$ cat config.mk
export PLATFORM = sky130hd
export DESIGN_NAME = spi_mem_bridge
export DESIGN_NICKNAME = d
export VERILOG_FILES = /design/src/rtl/spi_mem_bridge.sv
export SDC_FILE = /design/constraint.sdc
export NUM_CORES = 1
export LEC_CHECK = 0
export ABC_AREA = 1
export CORE_MARGIN = 10
export CORE_UTILIZATION = 50
export CTS_CLUSTER_SIZE = 30
export DETAILED_ROUTE_END_ITERATION = 7
export PLACE_DENSITY = 0.75
export RECOVER_POWER = 50
export SYNTH_ARGS = -nofsm -noshare
export SYNTH_HDL_FRONTEND = slang
export SYNTH_SLANG_ARGS = --single-unit
export TNS_END_PERCENT = 100
$ cat constraint.sdc
create_clock -name clk -period 2.95 [get_ports clk]
set_clock_uncertainty 0.15 [all_clocks]
set_input_delay 0.885 -clock clk [delete_from_list [all_inputs] [get_ports clk]]
set_output_delay 0.885 -clock clk [all_outputs]
set_load 0.1 [all_outputs]
$ cat src/rtl/spi_mem_bridge.sv
// Turns SPI byte frames (CMD, ADDR_H, ADDR_L, data...) into reads and writes on
// a synchronous byte-wide memory port, with an auto-incrementing address.
module spi_mem_bridge #(
    parameter int AWIDTH = 16
) (
    input  logic              clk,
    input  logic              rst,
    input  logic [7:0]        user_out,
    input  logic              user_out_stb,
    output logic [7:0]        user_in,
    input  logic              user_in_ack,
    input  logic              csn_state,
    output logic [AWIDTH-1:0] mem_addr,
    output logic [7:0]        mem_wdata,
    output logic              mem_we,
    output logic              mem_re,
    input  logic [7:0]        mem_rdata
);

    localparam logic [7:0] CMD_WRITE = 8'h02;
    localparam logic [7:0] CMD_READ  = 8'h03;
    localparam logic [AWIDTH-1:0] ADDR_ONE = {{(AWIDTH-1){1'b0}}, 1'b1};

    typedef enum logic [2:0] {
        S_CMD,
        S_ADDR_H,
        S_ADDR_L,
        S_WDATA,
        S_DUMMY,
        S_RDATA,
        S_DISCARD
    } state_t;

    state_t            r_state;
    state_t            w_state_next;
    logic              r_is_read;
    logic              w_is_read_next;
    logic [7:0]        r_addr_hi;
    logic [7:0]        w_addr_hi_next;
    logic [AWIDTH-1:0] r_addr;
    logic [AWIDTH-1:0] w_addr_next;
    logic [AWIDTH-1:0] r_mem_addr;
    logic [AWIDTH-1:0] w_mem_addr_next;
    logic [7:0]        r_mem_wdata;
    logic [7:0]        w_mem_wdata_next;
    logic              r_mem_we;
    logic              w_mem_we_next;
    logic              r_mem_re;
    logic              w_mem_re_next;
    logic              r_rd_pending;
    logic [7:0]        r_user_in;
    logic [7:0]        w_user_in_next;

    logic [15:0]       w_addr_full;
    logic [AWIDTH-1:0] w_addr_rx;
    logic [AWIDTH-1:0] w_addr_rx_inc;
    logic [AWIDTH-1:0] w_addr_inc;

    // Address bits above AWIDTH are dropped; increments wrap modulo 2^AWIDTH.
    assign w_addr_full   = {r_addr_hi, user_out};
    assign w_addr_rx     = w_addr_full[AWIDTH-1:0];
    assign w_addr_rx_inc = w_addr_rx + ADDR_ONE;
    assign w_addr_inc    = r_addr + ADDR_ONE;

    always_ff @(posedge clk) begin
        if (rst) begin
            r_state      <= S_CMD;
            r_is_read    <= 1'b0;
            r_addr_hi    <= 8'h00;
            r_addr       <= '0;
            r_mem_addr   <= '0;
            r_mem_wdata  <= 8'h00;
            r_mem_we     <= 1'b0;
            r_mem_re     <= 1'b0;
            r_rd_pending <= 1'b0;
            r_user_in    <= 8'h00;
        end else begin
            r_state      <= w_state_next;
            r_is_read    <= w_is_read_next;
            r_addr_hi    <= w_addr_hi_next;
            r_addr       <= w_addr_next;
            r_mem_addr   <= w_mem_addr_next;
            r_mem_wdata  <= w_mem_wdata_next;
            r_mem_we     <= w_mem_we_next;
            r_mem_re     <= w_mem_re_next;
            // A read still in flight when CS rises must not reach user_in.
            r_rd_pending <= r_mem_re & ~csn_state;
            r_user_in    <= w_user_in_next;
        end
    end

    always_comb begin
        w_state_next = r_state;
        if (csn_state) begin
            w_state_next = S_CMD;
        end else begin
            case (r_state)
                S_CMD: begin
                    if (user_out_stb) begin
                        if (user_out == CMD_WRITE || user_out == CMD_READ) begin
                            w_state_next = S_ADDR_H;
                        end else begin
                            w_state_next = S_DISCARD;
                        end
                    end
                end
                S_ADDR_H: begin
                    if (user_out_stb) begin
                        w_state_next = S_ADDR_L;
                    end
                end
                S_ADDR_L: begin
                    if (user_out_stb) begin
                        w_state_next = r_is_read ? S_DUMMY : S_WDATA;
                    end
                end
                S_DUMMY: begin
                    if (user_in_ack) begin
                        w_state_next = S_RDATA;
                    end
                end
                default: w_state_next = r_state;
            endcase
        end
    end

    always_comb begin
        w_is_read_next   = r_is_read;
        w_addr_hi_next   = r_addr_hi;
        w_addr_next      = r_addr;
        w_mem_addr_next  = r_mem_addr;
        w_mem_wdata_next = r_mem_wdata;
        w_mem_we_next    = 1'b0;
        w_mem_re_next    = 1'b0;
        w_user_in_next   = r_user_in;

        if (csn_state) begin
            w_user_in_next = 8'h00;
        end else begin
            if (r_rd_pending) begin
                w_user_in_next = mem_rdata;
            end
            case (r_state)
                S_CMD: begin
                    if (user_out_stb) begin
                        w_is_read_next = (user_out == CMD_READ);
                    end
                end
                S_ADDR_H: begin
                    if (user_out_stb) begin
                        w_addr_hi_next = user_out;
                    end
                end
                S_ADDR_L: begin
                    if (user_out_stb) begin
                        w_addr_next = w_addr_rx;
                        if (r_is_read) begin
                            // Prefetch the first byte so it is ready before the dummy ack.
                            w_mem_re_next   = 1'b1;
                            w_mem_addr_next = w_addr_rx;
                            w_addr_next     = w_addr_rx_inc;
                        end
                    end
                end
                S_WDATA: begin
                    if (user_out_stb) begin
                        w_mem_we_next    = 1'b1;
                        w_mem_addr_next  = r_addr;
                        w_mem_wdata_next = user_out;
                        w_addr_next      = w_addr_inc;
                    end
                end
                S_DUMMY, S_RDATA: begin
                    if (user_in_ack) begin
                        w_mem_re_next   = 1'b1;
                        w_mem_addr_next = r_addr;
                        w_addr_next     = w_addr_inc;
                    end
                end
                default: begin
                end
            endcase
        end
    end

    assign user_in   = r_user_in;
    assign mem_addr  = r_mem_addr;
    assign mem_wdata = r_mem_wdata;
    assign mem_we    = r_mem_we;
    assign mem_re    = r_mem_re;

endmodule

# [Word-level counts from Yosys, hierarchy flattened]
# Index checks and enable logic that the tools add are counted.
[word_totals] out_inout_bits=34 in_bits=21 regBits=63 word_cells=64
[op_classes] bitwise_logic=3 muxes=22 n_reduce_logical=13 add_sub_neg=2 n_eq_ne=14
[ops] op="$mux W16" count=8
[ops] op="$pmux W16 S3" count=2
[ops] op="$add A16 B1 Y16 const B" count=2
[ops] op="$mux W3" count=6
[ops] op="$eq A8 B2 Y1 const B" count=2
[ops] op="$ne A2 B2 Y1 const B" count=7
[ops] op="$pmux W3 S4" count=1
[ops] op="$reduce_and A5 Y1" count=2
[ops] op="$reduce_and A3 Y1" count=3
[ops] op="$eq A3 B2 Y1 const B" count=2
[ops] op="$eq A3 B3 Y1 const B" count=2
[ops] op="$reduce_and A6 Y1" count=1
[ops] op="$mux W1" count=4
[ops] op="$reduce_bool A4 Y1" count=1
[ops] op="$reduce_or A2 Y1" count=2
[ops] op="$eq A3 B1 Y1 const B" count=1
[ops] op="$logic_not A3 Y1" count=1
[ops] op="$reduce_bool A3 Y1" count=1
[ops] op="$reduce_or A3 Y1" count=1
[ops] op="$not A1 Y1" count=2
[ops] op="$pmux W1 S2" count=1
[ops] op="$and A1 B1 Y1" count=1
[ops] op="$logic_or A1 B1 Y1" count=1

# [Depth between registers and ports, before layout]
# Gate-level depths: netlist of the first run.
[depth] word_depth=5 mapped_depth=11 mapped_depth_nobuf=10

# [Worst setup path after synthesis of the first run]
# No wires, ideal clock.
[synth_path] path_kind="in2reg" from="input user_out[0]" to="register r_addr[12]" t_arrival_ns=1.909 path_buffers=0 stages=10 setup_ns=0.115 setup_slack_ns=0.777 required_time_ns=2.685 path_cell_list="ha_1 -> nand3_1 -> nor2_1 -> nand2_1 -> nor2_1 -> nand2_1 -> nor2_1 -> nor2_1 -> nor2_1 -> nor2_1"
[synth_between] elab_chain_cells=4
[synth_rtl] element="start, declared" line="8" rtl="input logic [7:0] user_out,"
[synth_rtl] element="$add A16 B1 Y16" line="62" rtl="assign w_addr_rx_inc = w_addr_rx + ADDR_ONE;"
[synth_rtl] element="$mux W16" line="157" rtl="if (r_is_read) begin"
[synth_rtl] element="$mux W16" line="155" rtl="if (user_out_stb) begin"
[synth_rtl] element="$pmux W16 S3" line="143" rtl="case (r_state)"
[synth_rtl] element="end signal, assigned" line="81" rtl="r_addr <= w_addr_next;"
[synth_rtl] element="end, declared" line="40" rtl="logic [AWIDTH-1:0] r_addr;"
# No other way between the ends. The select of a mux whose other input is x is not followed.
# A chain may end at the register's enable or synchronous reset.

==> results.json, run 1 <==
{
  "status": "finished, final reports clean",
  "reg2reg_slack_ns": 0.79,
  "avgSynthCellArea_um2": 6.41,
  "r2r_end": "mem_addr[12]",
  "yosysUniqueCellTypes": 28,
  "seq_area_frac_synth_pct": 37.4,
  "slew_headroom_pct": 18.6,
  "setup_viol": 0,
  "dieArea_um2": 10400,
  "fmaxAchievable_mhz": 381,
  "required_ns": 3.04,
  "ios": 55,
  "final_util_pct": 62.4,
  "wire_per_inst_um": 14.9,
  "finalWirelength_um": 9960,
  "cts_tree": "done",
  "grt_use_total_pct": 19.5,
  "core_area_um2": 6460,
  "die_h_um": 102,
  "reg2regPathDepth": 6,
  "final_antenna_net_count": 0,
  "period_needed_ns": 2.63,
  "synth-edff-count": 0,
  "power.leakage_nw": 1.54,
  "clkTransAtPathRegs_ns": 0.08,
  "worst_ep_arrival_time_ns": 2.72,
  "synthCells": 527,
  "worstPathMaxFanout": 26,
  "drc": 0,
  "dp_hpwl_um": 7500,
  "clock-sinks": 63,
  "final_hold_viol_count": 0,
  "final_cell_count_no_fill": 668,
  "dp_cells": 652,
  "grt_max_degree": 44,
  "floorplan.initialDensity_pct": 52.3,
  "peakVddDrop_v": 0.000313,
  "path_buf_inv": 3,
  "async_flop_share_pct": 0,
  "viasPerCell": 5.44,
  "rsz0062_at_grt": "false",
  "synthesis.area_um2": 3380,
  "wl_met3_um": 495,
  "portBuffers": 54,
  "drv_slew": 0,
  "grt_pass1_vias": 3444,
  "clk_path_buf_depth": 2,
  "synth_nets": 551,
  "hold_path_class": "reg2reg",
  "postCtsSetupBuffers": 0,
  "max_stage_delay_ns": 0.93,
  "cts.root.buffer_cell": "clkbuf_8",
  "yosysTopAreaCell": "dfxtp_1",
  "insertion_delay_ns": 0.34,
  "grt_pass1_wl_um": 16300,
  "synth_top_area_share_pct": 37.4,
  "cts_buffers": 9,
  "final-seq-area_um2": 1260,
  "drt_iter0_drc": 235,
  "synthTopCellsByArea": "dfxtp_1, nand2_1, a21oi_1",
  "post_cts_resized": 0,
  "crit_type": "in2reg",
  "hp-start": "mem_re",
  "hold_depth": 2,
  "crit_family": "buffers and inverters",
  "grt-ovfl-total": 0,
  "pwr_density_cell_nw_per_um2": 547,
  "rr_startpoint": "r_state[1]",
  "place_congestion": 0.899,
  "fillerInstances": 641,
  "crit_chain": "clkdlybuf4s50_1 -> clkbuf_1 -> a21oi_1 -> nand2_1 -> inv_1",
  "num_rows": 29,
  "layout-drive-gt1-share_pct": 6.26,
  "antenna_cells": 0,
  "wl_met1_um": 4240,
  "yosys_warnings": 0,
  "cap_violations": 0,
  "tns_ns": 0,
  "fin_crit_sh_pct": 89.1,
  "antenna_found_initial": 0,
  "drt_first_pass_iters": 5,
  "wl_met2_um": 4890,
  "cp-end-kind": "flip-flop",
  "highest_layer": "met4",
  "hold_buffers": 0,
  "area_growth_syn_to_layout_pct": 19.5,
  "start_kind": "input pin",
  "critPathSlowestCell": "clkbuf_1",
  "route.vias.total": 3632,
  "fp.dieW_um": 102,
  "p_total_mw": 2.20,
  "timing.hold.ws_ns": 0.290,
  "synth_seq_cells": 63,
  "htreeDepth": 3,
  "multi_input_area_um2": 1810,
  "worstHoldEndpoint": "r_rd_pending",
  "ys.flop_type": "dfxtp_1",
  "final_nets": 610,
  "worst_pin_slew_ns": 1.22
}
[kinds of logic after synthesis]
family | after synthesis | share of synthesized area, %
buffers and inverters | 77 | 9.15
adders and majority gates | 3 | 1.11
and+or+nand+nor | 258 | 32.4
DFF | 63 | 37.4
xor gates and xnor gates | 4 | 1.04
AOI/OAI and AO/OA | 122 | 18.9
[area by class of cell]
| class | count | share of cell area (%) |
|---|---|---|
| Clock buffer | 10 | 3.41 |
| Clock inverter | 6 | 2.30 |
| Inverter | 56 | 5.21 |
| Tap cell | 77 | 2.39 |
| Sequential cell | 63 | 31.3 |
| Multi-Input combinational cell | 387 | 44.8 |
| Timing Repair Buffer | 69 | 10.6 |
[power breakdown]
| group | switching (mW) | internal [mW] |
|---|---|---|
| Sequential | 0.0387 | 0.884 |
| Clock | 0.372 | 0.503 |
| Combinational | 0.282 | 0.124 |
[flip-flops by register name, summed over array words and instances, names as in the netlist, 3 cells and up]
name	cells
mem_addr	16
r_addr	16
mem_wdata	8
r_addr_hi	8
user_in	8
r_state	3
[how the worst max path moves through the flow]
stage                 from    endpoint  slack (ns)  depth (start not counted)
3_5_place_dp   user_out[0]  r_addr[10]        0.13                         11
6_report               rst   r_addr[8]        0.32                          5
5_1_grt        user_out[0]   r_addr[9]        0.15                         10
2_1_floorplan  user_out[0]  r_addr[12]        0.78                         10
3_3_place_gp   user_out[0]  r_addr[12]        0.18                         11
4_1_cts        user_out[0]  r_addr[10]        0.48                         11
[Yosys cell counts, types with 7 or more instances]
cell / number
nand2_1: 124
dfxtp_1: 63
nor2_1: 62
a21oi_1: 57
nand3_1: 52
inv_1: 50
o21ai_0: 40
o21ai_1: 12
clkbuf_1: 11
nand4_1: 9
buf_2: 7
o211ai_1: 7
[metrics by stage]
stage	setup slack [ns]	instance area [um2]
floorplan	0.777	3380
global placement	0.178	3940
detailed placement	0.135	3940
CTS	0.475	4170
global route	0.153	4030
finish	0.323	4030
[tightest hold or removal path, cell delays in order, from the launching register on]
cell	delay, ns
dfxtp_1	0.32
nand2_1	0.06
nor2_1	0.03
[placed cells by master (no fill, tap or decap), types with 2 or more instances in the layout]
| cell | count |
|---|---|
| nand3b_1 | 2 |
| nor2_1 | 62 |
| xor2_1 | 4 |
| o22ai_1 | 2 |
| dfxtp_1 | 63 |
| ha_1 | 3 |
| inv_2 | 4 |
| clkbuf_1 | 37 |
| clkinvlp_4 | 2 |
| o21ai_1 | 11 |
| a31oi_1 | 2 |
| inv_1 | 50 |
| clkdlybuf4s50_1 | 19 |
| bufinv_16 | 2 |
| nand3_1 | 52 |
| nor3_1 | 4 |
| nand2_1 | 124 |
| a21oi_1 | 57 |
| nand4_1 | 9 |
| clkinv_1 | 2 |
| o211ai_1 | 7 |
| clkbuf_8 | 10 |
| o21ai_0 | 41 |
| buf_4 | 12 |
[routing by layer]
| layer | track usage (%) | vias up |
|---|---|---|
| met2 | 34.5 | 101 |
| met5 | 0 | - |
| met3 | 3.58 | 24 |
| met4 | 9.54 | 0 |
| met1 | 22.2 | 1647 |
| li1 | - | 1860 |
(Power assumes the default switching activity.)
==> run 2, diff against run 1 <==
Settings changed: CTS_BUF_LIST set to sky130_fd_sc_hd__clkbuf_8.
==> results of run 2 <==
Final layout, timing and power as in run 1 (identical DEF).
